<file path="config.mk">
export PLATFORM = sky130hd
export DESIGN_NAME = eth_rx_mac
export DESIGN_NICKNAME = d
export VERILOG_FILES = /design/src/rtl/eth_pkg.sv /design/src/rtl/crc32_d8.sv /design/src/rtl/eth_rx_mac.sv
export SDC_FILE = /design/constraint.sdc
export NUM_CORES = 1
export LEC_CHECK = 0
export ABC_AREA = 1
export BUFFER_PORTS_ARGS = -buffer_cell sky130_fd_sc_hd__buf_4
export CELL_PAD_IN_SITES_DETAIL_PLACEMENT = 1
export CELL_PAD_IN_SITES_GLOBAL_PLACEMENT = 2
export CORE_MARGIN = 2
export CORE_UTILIZATION = 30
export CTS_CLUSTER_SIZE = 14
export DETAILED_ROUTE_END_ITERATION = 8
export PLACE_DENSITY_LB_ADDON = 0.1
export SKIP_LAST_GASP = 1
export SLEW_MARGIN = 20
export SYNTH_ARGS = -nofsm -noshare
export SYNTH_HDL_FRONTEND = slang
export SYNTH_HIERARCHICAL = 1
export SYNTH_SLANG_ARGS = --single-unit
</file>
<file path="constraint.sdc">
create_clock -name clk -period 1.55 [get_ports clk]
set_input_delay 0.2325 -clock clk [delete_from_list [all_inputs] [get_ports clk]]
set_output_delay 0.2325 -clock clk [all_outputs]
set_load 0.05 [all_outputs]
</file>
<file path="src/rtl/eth_pkg.sv">
// Shared Ethernet definitions: receive FSM states, error-flag bit positions, framing and CRC-32 constants.
package eth_pkg;

  typedef enum logic [1:0] {
    ST_IDLE,
    ST_PREAMBLE,
    ST_DATA,
    ST_DROP
  } rx_state_t;

  localparam int ERR_CRC   = 0;
  localparam int ERR_RUNT  = 1;
  localparam int ERR_GIANT = 2;
  localparam int ERR_PHY   = 3;

  localparam logic [7:0]  ETH_PREAMBLE  = 8'h55;
  localparam logic [7:0]  ETH_SFD       = 8'hD5;
  localparam logic [31:0] CRC32_POLY    = 32'h04C11DB7;
  localparam logic [31:0] CRC32_INIT    = 32'hFFFFFFFF;
  localparam logic [31:0] CRC32_RESIDUE = 32'hDEBB20E3;

  // Reflected CRC-32: bytes enter LSB first, so the polynomial is applied bit-reversed.
  function automatic logic [31:0] crc32_step8(input logic [31:0] crc, input logic [7:0] data);
    logic [31:0] c;
    logic [31:0] poly_r;
    for (int i = 0; i < 32; i++) poly_r[i] = CRC32_POLY[31-i];
    c = crc;
    for (int i = 0; i < 8; i++) c = (c[0] ^ data[i]) ? ((c >> 1) ^ poly_r) : (c >> 1);
    return c;
  endfunction

endpackage

</file>
<file path="src/rtl/crc32_d8.sv">
// Combinational byte-wide CRC-32 update, shared by the receive and transmit paths.
module crc32_d8
  import eth_pkg::*;
(
  input  logic [7:0]  data,
  input  logic [31:0] crc,
  output logic [31:0] crc_next
);

  always_comb crc_next = crc32_step8(crc, data);

endmodule

</file>
<file path="src/rtl/eth_rx_mac.sv">
// Byte-wide Ethernet receive framer: preamble/SFD strip, CRC-32 check, FCS removal, runt/giant/PHY flags.
// Optional frame statistics counters are built only when RX_STATS_EN is defined.
//
// state       | meaning
// ST_IDLE     | waiting for rx_dv with a preamble byte or SFD
// ST_PREAMBLE | inside the 0x55 preamble run
// ST_DATA     | post-SFD bytes flowing through the 5-byte FCS delay line
// ST_DROP     | bad preamble or giant frame, ignore until rx_dv falls
module eth_rx_mac
  import eth_pkg::*;
#(
  parameter int MAX_LEN = 1518,
  parameter int MIN_LEN = 64
) (
  input  logic        clk,
  input  logic        rstn,
  input  logic        rx_dv,
  input  logic        rx_er,
  input  logic [7:0]  rxd,
  output logic        out_valid,
  output logic [7:0]  out_data,
  output logic        out_last,
  output logic [3:0]  out_err,
  output logic [31:0] stat_good,
  output logic [31:0] stat_bad
);

  localparam logic [10:0] MIN_CNT   = 11'(MIN_LEN);
  localparam logic [10:0] GIANT_CNT = 11'(MAX_LEN + 1);
  localparam logic [10:0] LINE_LEN  = 11'd5;

  rx_state_t   state, state_nxt;
  logic [7:0]  line_q [5];
  logic [10:0] byte_cnt, cnt_inc;
  logic [31:0] crc_q, crc_nxt;
  logic        phy_err_q;
  logic        start, push, emit, emit_last, frame_short;
  logic [3:0]  err_nxt;

  crc32_d8 u_crc (
    .data     (rxd),
    .crc      (crc_q),
    .crc_next (crc_nxt)
  );

  assign cnt_inc = (byte_cnt == 11'h7FF) ? byte_cnt : byte_cnt + 11'd1;

  always_ff @(posedge clk or negedge rstn) begin
    if (!rstn) state <= ST_IDLE;
    else       state <= state_nxt;
  end

  always_comb begin
    state_nxt   = state;
    start       = 1'b0;
    push        = 1'b0;
    emit        = 1'b0;
    emit_last   = 1'b0;
    frame_short = 1'b0;
    err_nxt     = '0;
    if (!rx_dv) begin
      state_nxt = ST_IDLE;
      if (state == ST_DATA) begin
        if (byte_cnt >= LINE_LEN) begin
          emit               = 1'b1;
          emit_last          = 1'b1;
          err_nxt[ERR_CRC]   = (crc_q != CRC32_RESIDUE);
          err_nxt[ERR_RUNT]  = (byte_cnt < MIN_CNT);
          err_nxt[ERR_PHY]   = phy_err_q;
        end else begin
          frame_short = 1'b1;
        end
      end
    end else begin
      case (state)
        ST_IDLE, ST_PREAMBLE: begin
          if (rxd == ETH_PREAMBLE) begin
            state_nxt = ST_PREAMBLE;
          end else if (rxd == ETH_SFD) begin
            state_nxt = ST_DATA;
            start     = 1'b1;
          end else begin
            state_nxt = ST_DROP;
          end
        end
        ST_DATA: begin
          push = 1'b1;
          emit = (byte_cnt >= LINE_LEN);
          // Oversized frame: close it out on the oldest byte and discard the rest.
          if (cnt_inc == GIANT_CNT) begin
            emit_last          = 1'b1;
            err_nxt[ERR_CRC]   = 1'b1;
            err_nxt[ERR_GIANT] = 1'b1;
            err_nxt[ERR_PHY]   = phy_err_q | rx_er;
            state_nxt          = ST_DROP;
          end
        end
        default: state_nxt = ST_DROP;
      endcase
    end
  end

  always_ff @(posedge clk or negedge rstn) begin
    if (!rstn) begin
      out_valid <= 1'b0;
      out_data  <= '0;
      out_last  <= 1'b0;
      out_err   <= '0;
      byte_cnt  <= '0;
      crc_q     <= CRC32_INIT;
      phy_err_q <= 1'b0;
      for (int i = 0; i < 5; i++) line_q[i] <= '0;
    end else begin
      out_valid <= emit;
      out_last  <= emit_last;
      out_err   <= err_nxt;
      if (emit) out_data <= line_q[4];
      if (start) begin
        byte_cnt  <= '0;
        crc_q     <= CRC32_INIT;
        phy_err_q <= 1'b0;
      end else if (push) begin
        byte_cnt  <= cnt_inc;
        crc_q     <= crc_nxt;
        phy_err_q <= phy_err_q | rx_er;
        line_q[0] <= rxd;
        for (int i = 1; i < 5; i++) line_q[i] <= line_q[i-1];
      end
    end
  end

`ifdef RX_STATS_EN
  always_ff @(posedge clk or negedge rstn) begin
    if (!rstn) begin
      stat_good <= '0;
      stat_bad  <= '0;
    end else if (emit_last) begin
      if (err_nxt == 4'd0) stat_good <= stat_good + 32'd1;
      else                 stat_bad  <= stat_bad + 32'd1;
    end else if (frame_short) begin
      stat_bad <= stat_bad + 32'd1;
    end
  end
`else
  assign stat_good = '0;
  assign stat_bad  = '0;
`endif

endmodule

</file>
After elaboration in Yosys (flattened, before gate mapping)

Index checks and enable logic that the tools add are counted.

Bits in registers: 100
Bits of input ports: 12
Output and inout port bits: 78
Word-level logic and storage cells: 89

Add/sub/neg operators: 1
$lt $le $gt $ge: 2
Equal/unequal tests: 8
Muxes and demuxes: 43
Bitwise operators: 18
Reductions and logical operators: 4

Operators with widths:

| operator                                                           | count |
|---|---|
| 2-to-1 mux 32 bit                                                  | 10 |
| NOT 13 -> 14 bit                                                   | 8 |
| 2-to-1 mux 11 bit                                                  | 3 |
| != test 32 bit, second input constant                              | 1 |
| == test 11 bit, second input constant                              | 2 |
| 2-to-1 mux 1 bit                                                   | 22 |
| 2-to-1 mux 2 bit                                                   | 7 |
| adder 11 x 1 -> 11 bit, second input constant                      | 1 |
| greater-or-equal comparator 11 x 3 -> 1 bit, second input constant | 1 |
| less-than comparator 11 x 7 -> 1 bit, second input constant        | 1 |
| == test 8 x 7 -> 1 bit, second input constant                      | 1 |
| == test 8 bit, second input constant                               | 1 |
| bitwise XOR 1 bit                                                  | 8 |
| case mux 2 bit (2 select lines)                                    | 1 |
| != test 3 x 2 -> 1 bit, second input constant                      | 1 |
| == test 2 x 1 -> 1 bit, second input constant                      | 1 |
| == test 2 bit, second input constant                               | 1 |
| zero test 2 bit                                                    | 1 |
| AND reduction 2 bit                                                | 1 |
| nonzero test 2 bit                                                 | 1 |
| OR reduction 2 bit                                                 | 1 |
| NOT 1 bit                                                          | 1 |
| OR 1 bit                                                           | 1 |

Longest topological paths before layout

Gate-level depths: netlist (run 1).

Depth in word-level cells: 18
Depth in mapped cells: 13
Mapped depth without buffers: 13

Hierarchy

Netlist (run 1), hierarchy kept.

Modules (own cells, without submodules):

| module     | times used | cells each | area each (µm²) | sequential area each (µm²) |
|---|---|---|---|---|
| eth_rx_mac | 1          | 519        | 4707.0          | 2542.4 |
| crc32_d8   | 1          | 216        | 1109.8          | 0.0 |

Least setup slack after synthesis (run 1)

Ideal clock, no wire load.

Path kind: reg2reg
Start point: reg crc_q[2]
End point: reg crc_q[16]
Arrival time: 1.555 ns
Required time: 1.470 ns
Slack: -0.085 ns
Cell stages (with the launch flop): 9
Path buffers: 0
Clock period less this slack: 1.635 ns
Path through: dfstp_2 nand2_1 nand2_1 nand2_1 nand2_2 xor2_2 xor2_1 inv_1 o22a_1

Cells in the longest elaborated chain, start to end: 13

RTL lines:

| element                           | RTL line          | source |
|---|---|---|
| start, declared                   | eth_rx_mac.sv:35  | `logic [31:0] crc_q, crc_nxt;` |
| start signal, assigned            | eth_rx_mac.sv:124 | `crc_q <= crc_nxt;` |
| 2-to-1 mux 32 bit * (2 in series) | eth_pkg.sv:28     | `for (int i = 0; i < 8; i++) c = (c[0] ^ data[i]) ? ((c >> 1) ^ poly_r) : (c >> 1);` |
| bitwise XOR 1 bit *               | eth_pkg.sv:28     |  |
| 2-to-1 mux 32 bit *               | eth_pkg.sv:28     |  |
| NOT 13 -> 14 bit (no line)        | -                 |  |
| 2-to-1 mux 32 bit *               | eth_pkg.sv:28     |  |
| NOT 13 -> 14 bit (no line)        | -                 |  |
| 2-to-1 mux 32 bit * (4 in series) | eth_pkg.sv:28     |  |
| via crc_nxt[16]                   | eth_rx_mac.sv:35  |  |
| 2-to-1 mux 32 bit *               | eth_rx_mac.sv:122 | `end else if (push) begin` |
| 2-to-1 mux 32 bit *               | eth_rx_mac.sv:118 | `if (start) begin` |

The timed path passes the listed nets; every way through them passes the cells marked *. The select of a mux whose other input is x is not followed.
A chain may end at the register's enable or synchronous reset.

Final worst setup path (run 1)

Start point: reg crc_q[5]
End point: reg out_err[0]

Cells in the longest elaborated chain, start to end: 4

RTL lines:

| element              | RTL line          | source |
|---|---|---|
| != test 32 bit       | eth_rx_mac.sv:67  | `err_nxt[ERR_CRC] = (crc_q != CRC32_RESIDUE);` |
| 2-to-1 mux 2 bit     | eth_rx_mac.sv:64  | `if (byte_cnt >= LINE_LEN) begin` |
| 2-to-1 mux 2 bit     | eth_rx_mac.sv:63  | `if (state == ST_DATA) begin` |
| 2-to-1 mux 1 bit     | eth_rx_mac.sv:61  | `if (!rx_dv) begin` |
| via err_nxt[0]       | eth_rx_mac.sv:38  | `logic [3:0] err_nxt;` |
| end signal, assigned | eth_rx_mac.sv:116 | `out_err <= err_nxt;` |
| end, declared        | eth_rx_mac.sv:23  | `output logic [3:0] out_err,` |

The timed path passes the listed nets, and every way through them passes these cells.

==> impl_metrics.ini, run 1 <==
[timing]
min_period_over_period = 1.19
final-max-slew-violation-count = 0
fin_worst_skew_ps = 6.31
period_minus_slack_ps = 1850
post-route-worst-setup-slack_ps = -302
rsz_0062_raised_after_global_routing = true
count_of_endpoints_failing_setup_in_the_final_report = 36
report.final.hold_viol_count = 0
max_freq_mhz = 540

[critical_path]
cp_max_fo = 3
timing.setup.critical_path_class = reg -> reg
register_to_register_setup_slack_ps = -300
critical_path_arrival_ps = 2100
worstSetupStartpointType = flip-flop
crit-reg2reg-capture = out_err[0]
critPathCaptureType = flip-flop
worst_r2r_path_depth = 6
critical_path_data_required_time_ps = 1790
r2r_start = crc_q[5]

[detailed_routing]
drt_pre_antenna_iters = 4
mean_routed_wirelength_per_cell_um = 16.1
detail-route-antenna-nets = 0
route.detailed.vias_per_inst = 4.36
totalWireLength_um = 18500
post-route-drc-count = 0
detailroute.via_count = 4998
drt_iter0_drc = 190

[min_path]
hp-start = rxd[4]
worstHoldPathType = in -> reg
number_of_cells_on_the_worst_hold_path = 3
worstHoldEndpoint = line_q[36]

[floorplan]
die-height_um = 143
die_area_um2 = 20500
design.core.area_um2 = 18900
die_width_um = 143
starting_density_of_the_core = 0.308
floorplan.rows = 50
floorplan.io_pins = 90

[power]
leakage_nw = 4.17
ir_drop_v = 0.00104
pwr_density_nw_per_um2 = 2050

[clock_network]
h-tree-depth = 3
clock_tree_from_tritoncts = built
clk_pin_slew_ps = 80
clock_sink_count = 100
numCtsBuffers = 9
max-clock-path-buffers = 2
insertion_delay_ps = 360
clockRootBuffer = clkbuf_16

[place]
place_congestion = 0.835
portBuffers = 25
dpl_cell_area_um2 = 6970
dpl.hpwl_um = 12900

[logic_synthesis]
synth_top_family_by_area = simple AND/OR/NAND/NOR gates
synth_area_um2 = 5820
synth_adder_area_share = 0.00430
number_of_enable_flip_flop_cells_after_synthesis = 0
synth.yosys.seq_area_share = 0.437
netlist_instances = 735
avgSynthCellArea_um2 = 7.91
synth-async-reset-ratio = 1.00
synth_area_leaders = dfrtp_1, nand2_1, dfstp_2, buf_4, xor2_1
yosys.cell_types.count = 36
synth-compound-area-share = 0.0942
dominantRegCellSynth = dfrtp_1
post_synth_and_or_nand_nor_area_fraction = 0.238
synth_warnings = 6
synth-seq-cells = 100
synth.mux.area_fraction = 0
synthesized_area_fraction_occupied_by_xor_and_xnor_cells = 0.0736
netlist.top_cell.by_area = dfrtp_1
netlist.area_leader.share = 0.293

[finish]
design.final.nets = 895
post_route_cells_drive_above_1_share = 0.403
final_design_area_no_fill_um2 = 8390
final_cell_mix = nand2_1, buf_4, inv_1
flow.area_growth_from_synthesis_pct = 44.2
most_frequent_standard_cell_in_the_layout_excluding_fill_and_tap_cells = nand2_1
share_of_the_core_filled_with_cells = 0.444
antenna-diode-count = 0

[global_routing]
overall_global_routing_resource_usage = 0.183
maximum_number_of_pins_on_one_net_before_global_route_repair = 44
via_count_of_the_first_global_routing_pass = 5377
grt_first_pass_wirelength_um = 28800
initial_antenna_violation_count = 0
grt_overflow = 0

[run]
maxCapViolCount = 0

[outcome]
failed_checks = setup timing
status = finished with violations
[cells in the mapped netlist (2+ instances only)]
master,count
a21oi_1,13
xor2_2,2
nand2_2,12
nor2_4,2
dfrtp_1,68
nor2_1,25
clkbuf_1,17
nand2_1,230
o22ai_1,6
xor2_1,39
o22a_1,21
dfstp_2,32
buf_4,64
nand3_1,30
inv_1,88
nor3_1,10
nor4_1,2
o21ai_0,44
nand4_1,10
ha_1,2
xnor2_1,3
[logic make-up (layout without fill, tap and decap cells)]
group / count (synthesis) / in the layout
and+or+nand+nor: 326 / 326
other: 1 / 64
xor gates and xnor gates: 45 / 45
buffers and inverters: 172 / 260
adders and majority gates: 2 / 2
DFF: 100 / 100
AOI/OAI and AO/OA: 89 / 89
[what timing repair did]
item	4_1_cts	5_1_grt
endpoints found under the setup margin	45	57
gates resized for setup	144	65
hold buffers	1	0
pin swaps	75	72
setup buffers	12	17
hold endpoints to repair	21	0
[registers in the layout, summed over array words and instances (netlist names)]
signal	flops
out_err	4
out_last	1
crc_q	32
line_q	40
out_data	8
state	2
out_valid	1
byte_cnt	11
phy_err_q	1
[how the worst max path moves through the flow]
stage	slack [ps]	start	end	cells past startpoint
3_5_place_dp	-370	crc_q[5]	out_err[0]	6
3_3_place_gp	-330	crc_q[5]	out_err[0]	6
2_1_floorplan	-70	byte_cnt[0]	out_err[3]	11
6_report	-300	crc_q[5]	out_err[0]	6
5_1_grt	-360	byte_cnt[0]	out_err[3]	11
4_1_cts	-240	crc_q[5]	out_err[0]	6
[cell type report]
class	instances	area [um2]
Clock buffer	9	225
Clock inverter	7	73.8
Fill cell	2228	10500
Inverter	90	354
Multi-Input combinational cell	526	3500
Sequential cell	100	2540
Tap cell	260	325
Timing Repair Buffer	154	1370
[where the power goes]
part / total (mW) / internal [mW] / switching [mW]
registers: 4.44 / 3.73 / 0.713
logic: 10.4 / 4.54 / 5.90
clock network: 2.28 / 1.14 / 1.15
[through the flow]
stage / instances / total power [mW] / hold slack, ps / TNS (ps) / setup WS, ps
3_3_place_gp: 1110 / 11.6 / 169 / -10070 / -328
2_1_floorplan: 798 / 8.90 / -63.1 / -300 / -74.8
5_1_grt: 1146 / 18.3 / 142 / -9520 / -359
6_report: 1146 / 17.2 / 131 / -5270 / -302
3_5_place_dp: 1110 / 11.8 / 168 / -10520 / -373
4_1_cts: 1137 / 16.1 / 132 / -4230 / -242
[routing by layer]
metal	global-route usage	wire, um	vias up
li1	-	-	2450
met1	0.234	8110	2459
met2	0.321	9550	69
met3	0.0272	440	20
met4	0.0506	357	0
met5	0	0	-
[worst max-delay path, cell delays in order, from the launching register on]
cell and delay, ps:
dfstp_2 600, nand4_1 150, nor3_2 250, nand3_1 210, nor3_1 310, buf_4 170
o21ai_0 60
Note: power is estimated with default switching activity, not from simulation.
==> run 2, diff against run 1 <==
- PLACE_DENSITY: unset -> 0.75
- PLACE_DENSITY_LB_ADDON: 0.1 -> unset
==> impl_metrics.ini, run 2 (synthesis gave the netlist of run 1 again) <==
[power]
leakage_nw = 4.16
cell_internal_pwr_mw = 9.52
sw_frac_of_total = 0.463
ir_drop_v = 0.000939
share_clk_of_total_power = 0.133
pwr-share-seq = 0.251
post_route_total_power_mw = 17.7
combinationalPowerShare = 0.616
pwr_density_nw_per_um2 = 2100
switchingPower_mw = 8.22

[critical_path]
delay_of_the_slowest_critical_path_stage_ps = 590
timing.critical_path.slowest_stage_cell = dfstp_2
critical_path_arrival_ps = 2160
critical_path.most_common_cell = nand2_1
crit_chain = inv_2 -> nand2_4 -> nand2_8 -> buf_6 -> xor2_2 -> xor2_1 -> nand2_1 -> nand2_1 -> nor2_2 -> a21oi_2
r2r_start = crc_q[0]
critical_path_data_required_time_ps = 1840
worstSetupStartpointType = flip-flop
timing.setup.critical_path_class = reg -> reg
cp_max_fo = 8
critPathCaptureType = flip-flop
worst_r2r_path_depth = 10
register_to_register_setup_slack_ps = -320
crit-reg2reg-capture = crc_q[22]

[timing]
min_period_over_period = 1.20
count_of_endpoints_failing_setup_in_the_final_report = 48
max_freq_mhz = 536
period_minus_slack_ps = 1870
rsz_0062_raised_after_global_routing = true
final-max-slew-violation-count = 0
max_slew.worst_pin.slew_ps = 569
slew_headroom = 0.621
fin_worst_skew_ps = 10.8
report.final.hold_viol_count = 0
post-route-worst-setup-slack_ps = -316

[global_routing]
grt_overflow = 0
grt_first_pass_wirelength_um = 28200
overall_global_routing_resource_usage = 0.179
initial_antenna_violation_count = 0
maximum_number_of_pins_on_one_net_before_global_route_repair = 101
via_count_of_the_first_global_routing_pass = 5355

[min_path]
worstHoldPathType = in -> reg
worstHoldEndpoint = line_q[32]
number_of_cells_on_the_worst_hold_path = 3
hp-start = rxd[0]

[place]
dpl_cell_area_um2 = 6880
portBuffers = 25
dpl.hpwl_um = 12000
dp_slack_ps = -394
place_congestion = 0.849

[detailed_routing]
drt_iter0_drc = 192
route.detailed.vias_per_inst = 4.53
detail-route-antenna-nets = 0
post-route-drc-count = 0
drt_pre_antenna_iters = 4
mean_routed_wirelength_per_cell_um = 17.0
totalWireLength_um = 19400
detailroute.via_count = 5175

[outcome]
status = finished with violations
failed_checks = setup timing

[finish]
design.final.nets = 891
share_of_the_core_filled_with_cells = 0.447
most_frequent_standard_cell_in_the_layout_excluding_fill_and_tap_cells = nand2_1
flip_flop_count_of_the_largest_register_all_copies_and_words_added = 40
final_design_area_no_fill_um2 = 8440
final_cell_mix = nand2_1, buf_4, inv_1
final.fill_count = 2235
flow.area_growth_from_synthesis_pct = 45.0
area_occupied_by_multi_input_gates_um2 = 3600
sequential_cell_area_in_the_final_layout_um2 = 2540
regMostFlops = line_q
largestRegisters = line_q x40, crc_q x32, byte_cnt x11
antenna-diode-count = 0
post_route_cells_drive_above_1_share = 0.412

[floorplan]
floorplan.rows = 50
design.core.area_um2 = 18900
die-height_um = 143
die_area_um2 = 20500
starting_density_of_the_core = 0.308
die_width_um = 143
floorplan.io_pins = 90

[clock_network]
clk_pin_slew_ps = 80
max-clock-path-buffers = 2
numCtsBuffers = 9
clock_tree_from_tritoncts = built
clockRootBuffer = clkbuf_16
insertion_delay_ps = 360
clock_sink_count = 100
h-tree-depth = 3

[run]
maxCapViolCount = 0
## run 2: area by class of cell
class / instances / area share
clock inverters: 6 / 0.00771
flip-flops and latches: 100 / 0.301
inverters: 90 / 0.0424
repair buffers: 150 / 0.155
well taps: 260 / 0.0386
multi-input cells: 526 / 0.427
clock buffers: 10 / 0.0283
## run 2: worst max-delay path by stage
stage | startpoint | endpoint | slack, ps | depth (start not counted)
final | crc_q[0] | crc_q[22] | -320 | 10
after CTS | byte_cnt[1] | out_err[3] | -280 | 11
after floorplan | byte_cnt[0] | out_err[3] | -70 | 11
after global placement | crc_q[5] | out_err[0] | -380 | 6
after global routing | crc_q[0] | crc_q[22] | -370 | 10
after detailed placement | crc_q[0] | crc_q[20] | -390 | 12
## run 2: metal layers
metal	track usage	vias up	share of wire
met3	0.0285	31	0.028
met4	0.0686	0	0.025
met1	0.212	2600	0.41
li1	-	2446	-
met2	0.326	98	0.54
met5	0	-	0
## run 2: power by group through the flow
stage          Clock, mW  Sequential, mW  Combinational (mW)
6_report            2.35            4.46                10.9
5_1_grt             2.51            4.57                11.7
4_1_cts             2.42            4.44                9.05
3_5_place_dp           0            4.41                7.22
3_3_place_gp           0            4.36                7.02
2_1_floorplan          0            4.53                4.36
## run 2: what timing repair did
item                                   4_1_cts  5_1_grt
gates resized for setup                    152       82
pin swaps                                  100       67
endpoints found under the hold margin       68        0
setup endpoints to repair                   49       59
hold buffers                                 1        0
setup buffers                               21       18
## run 2: stage by stage
| step | cells | TNS [ps] | hold slack, ps |
|---|---|---|---|
| after floorplan | 798 | -300 | -63.1 |
| after detailed placement | 1098 | -9900 | 351 |
| after CTS | 1132 | -4420 | 141 |
| final | 1142 | -6450 | 138 |
| after global routing | 1142 | -10300 | 158 |
| after global placement | 1098 | -5750 | 343 |
## run 2: worst max-delay path, delay by kind of cell (launching register included)
family,cells,cell delay (ps)
xor+xnor,2,410
flops,1,590
buf+inv,2,210
simple gates,5,440
compound gates,1,150
==> run 3, diff against run 2 <==
- ABC_AREA: 1 -> unset
- CORE_UTILIZATION: 30 -> 36
- PLACE_DENSITY: 0.75 -> 0.79
- clock period: 1.55 -> 1.8 ns (I/O delays scaled with it)
==> impl_metrics.ini, run 3 <==
[outcome]
status = finished with violations
failed_checks = setup timing

[logic_synthesis]
synth_top_cells_by_count = nand2_1, nor2_1, dfrtp_1
synth.yosys.seq_area_share = 0.438
number_of_enable_flip_flop_cells_after_synthesis = 0
synth_area_leaders = dfrtp_1, dfstp_2, nand2_1, buf_4, nor2_1
dominantRegCellSynth = dfrtp_1
post-synth-top-count-cell = nand2_1
synth-async-reset-ratio = 1.00
netlist.area_leader.share = 0.293
synth_area_um2 = 5800
netlist_instances = 592
yosys.cell_types.count = 56
avgSynthCellArea_um2 = 9.79
netlist.top_cell.by_area = dfrtp_1
synth-seq-cells = 100
synth_warnings = 6

[place]
place_congestion = 0.857
portBuffers = 25
dpl.hpwl_um = 9430
dp_slack_ps = -322

[global_routing]
overall_global_routing_resource_usage = 0.167
grt_overflow = 0
grt_first_pass_wirelength_um = 22000
via_count_of_the_first_global_routing_pass = 4227
initial_antenna_violation_count = 0
maximum_number_of_pins_on_one_net_before_global_route_repair = 74

[clock_network]
insertion_delay_ps = 360
clockRootBuffer = clkbuf_16
numCtsBuffers = 9
clock_sink_count = 100
clk_pin_slew_ps = 70
clock_tree_from_tritoncts = built
max-clock-path-buffers = 2
h-tree-depth = 3

[floorplan]
starting_density_of_the_core = 0.366
floorplan.rows = 46
die_width_um = 131
design.core.area_um2 = 15800
die_area_um2 = 17100
floorplan.io_pins = 90
die-height_um = 131

[timing]
slew_headroom = 0.621
max_slew.worst_pin.slew_ps = 568
post-route-worst-setup-slack_ps = -248
min_period_over_period = 1.14
report.final.hold_viol_count = 0
rsz_0062_raised_after_global_routing = true
fin_worst_skew_ps = 8.75
period_minus_slack_ps = 2050
final-max-slew-violation-count = 0
count_of_endpoints_failing_setup_in_the_final_report = 12
max_freq_mhz = 488

[detailed_routing]
drt_iter0_drc = 166
post-route-drc-count = 0
drt_pre_antenna_iters = 4
mean_routed_wirelength_per_cell_um = 15.4
detailroute.via_count = 4119
detail-route-antenna-nets = 0
totalWireLength_um = 14000
route.detailed.vias_per_inst = 4.52

[finish]
post_route_cells_drive_above_1_share = 0.325
antenna-diode-count = 0
largestRegisters = line_q x40, crc_q x32, byte_cnt x11
design.final.nets = 705
regMostFlops = line_q
share_of_the_core_filled_with_cells = 0.457
flip_flop_count_of_the_largest_register_all_copies_and_words_added = 40
final_cell_mix = nand2_1, buf_4, nor2_1
most_frequent_standard_cell_in_the_layout_excluding_fill_and_tap_cells = nand2_1
flow.area_growth_from_synthesis_pct = 24.6

[power]
share_clk_of_total_power = 0.140
cell_internal_pwr_mw = 8.77
pwr_density_nw_per_um2 = 1910
combinationalPowerShare = 0.581
ir_drop_v = 0.00132
pwr-share-seq = 0.278
leakage_nw = 3.51
sw_frac_of_total = 0.365
switchingPower_mw = 5.03

[critical_path]
register_to_register_setup_slack_ps = -250
critical_path_data_required_time_ps = 2100
worstSetupStartpointType = flip-flop
critical_path_arrival_ps = 2350
cp_max_fo = 5
critPathCaptureType = flip-flop
timing.setup.critical_path_class = reg -> reg

[min_path]
worstHoldPathType = in -> reg

[run]
maxCapViolCount = 0
-- run 3: changes by cell type in the layout (fill, tap and decap cells not counted), sizes merged, moves of 19 or more --
cell   before  now
o21ai      45   12
a21oi      14   37
nand2     243  137
nand3      32    8
o22a       21    2
nor2       28   77
buf       149  116
xor2       41    9
xnor2       4   34
inv        93    6
-- run 3: worst max-delay path, cell delays in order, from the launching register on --
cell and delay, ps:
dfrtp_2 460, buf_6 140, nand2_4 50, nor3_4 190
mux2_4 330, or4_4 460, nor3_4 180, o22a_1 180
-- run 3: per-stage QoR --
step	total power, mW	hold slack (ps)	cells	setup TNS, ps	cell area (um2)
global placement	10.7	144	871	-1210	6500
CTS	13.4	134	898	-799	7010
floorplan	9.15	-25.6	655	-263	6100
finish	13.8	150	912	-1120	7230
global route	14.7	154	912	-2760	7230
detailed placement	10.9	151	871	-2710	6500
-- run 3: repair_timing --
| item | CTS | global route |
|---|---|---|
| pin swaps | 8 | 26 |
| setup buffers | 10 | 14 |
| resized for setup | 24 | 30 |
| endpoints found under the setup margin | 31 | 64 |
| hold buffers | 1 | 0 |
| endpoints found under the hold margin | 12 | 0 |
| cloned | 1 | 0 |
-- run 3: power groups by stage --
stage	Sequential (mW)	Clock (mW)	Combinational (mW)
after floorplan	3.91	0	5.23
after global placement	3.83	0	6.91
after detailed placement	3.89	0	7.02
after CTS	3.84	2.01	7.55
after global routing	3.95	2.11	8.61
final	3.84	1.94	8.02
-- run 3: area by class of cell --
cell class / instances / area [um2]
clock buffer: 9 / 225
clock inverter: 7 / 68.8
fill: 1835 / 8600
inverter: 4 / 18.8
multi-input combinational: 459 / 3090
sequential: 100 / 2550
tap: 216 / 270
timing repair buffer: 117 / 1010
-- run 3: final timing paths --
kind                               end         from  cells past startpoint
max reg2reg                 out_err[3]  byte_cnt[0]                      7
max in group asynchronous     crc_q[0]         rstn                      3
min reg2reg                 line_q[16]   line_q[24]                      2
max                         out_err[3]  byte_cnt[0]                      7
min in group asynchronous  byte_cnt[6]         rstn                      2
min                         line_q[38]       rxd[6]                      3
-- run 3: layer usage --
layer / track usage / part of all wire / routed length (um) / up-vias
li1: - / - / - / 1999
met5: 0 / 0 / 0 / -
met2: 0.290 / 0.52 / 7240 / 55
met1: 0.213 / 0.44 / 6230 / 2047
met3: 0.0350 / 0.025 / 357 / 18
met4: 0.0469 / 0.015 / 214 / 0
-- run 3: cells by family after synthesis --
| kind of cell | count (synthesis) | synth area share |
|---|---|---|
| multiplexers | 11 | 0.0211 |
| AND/OR/NAND/NOR | 258 | 0.196 |
| buffers and inverters | 96 | 0.106 |
| flip-flops | 100 | 0.438 |
| XOR/XNOR | 62 | 0.173 |
| adder cells (fa/ha/maj) | 2 | 0.00432 |
| AO/OA/AOI/OAI | 62 | 0.0602 |
| other | 1 | 0.000647 |
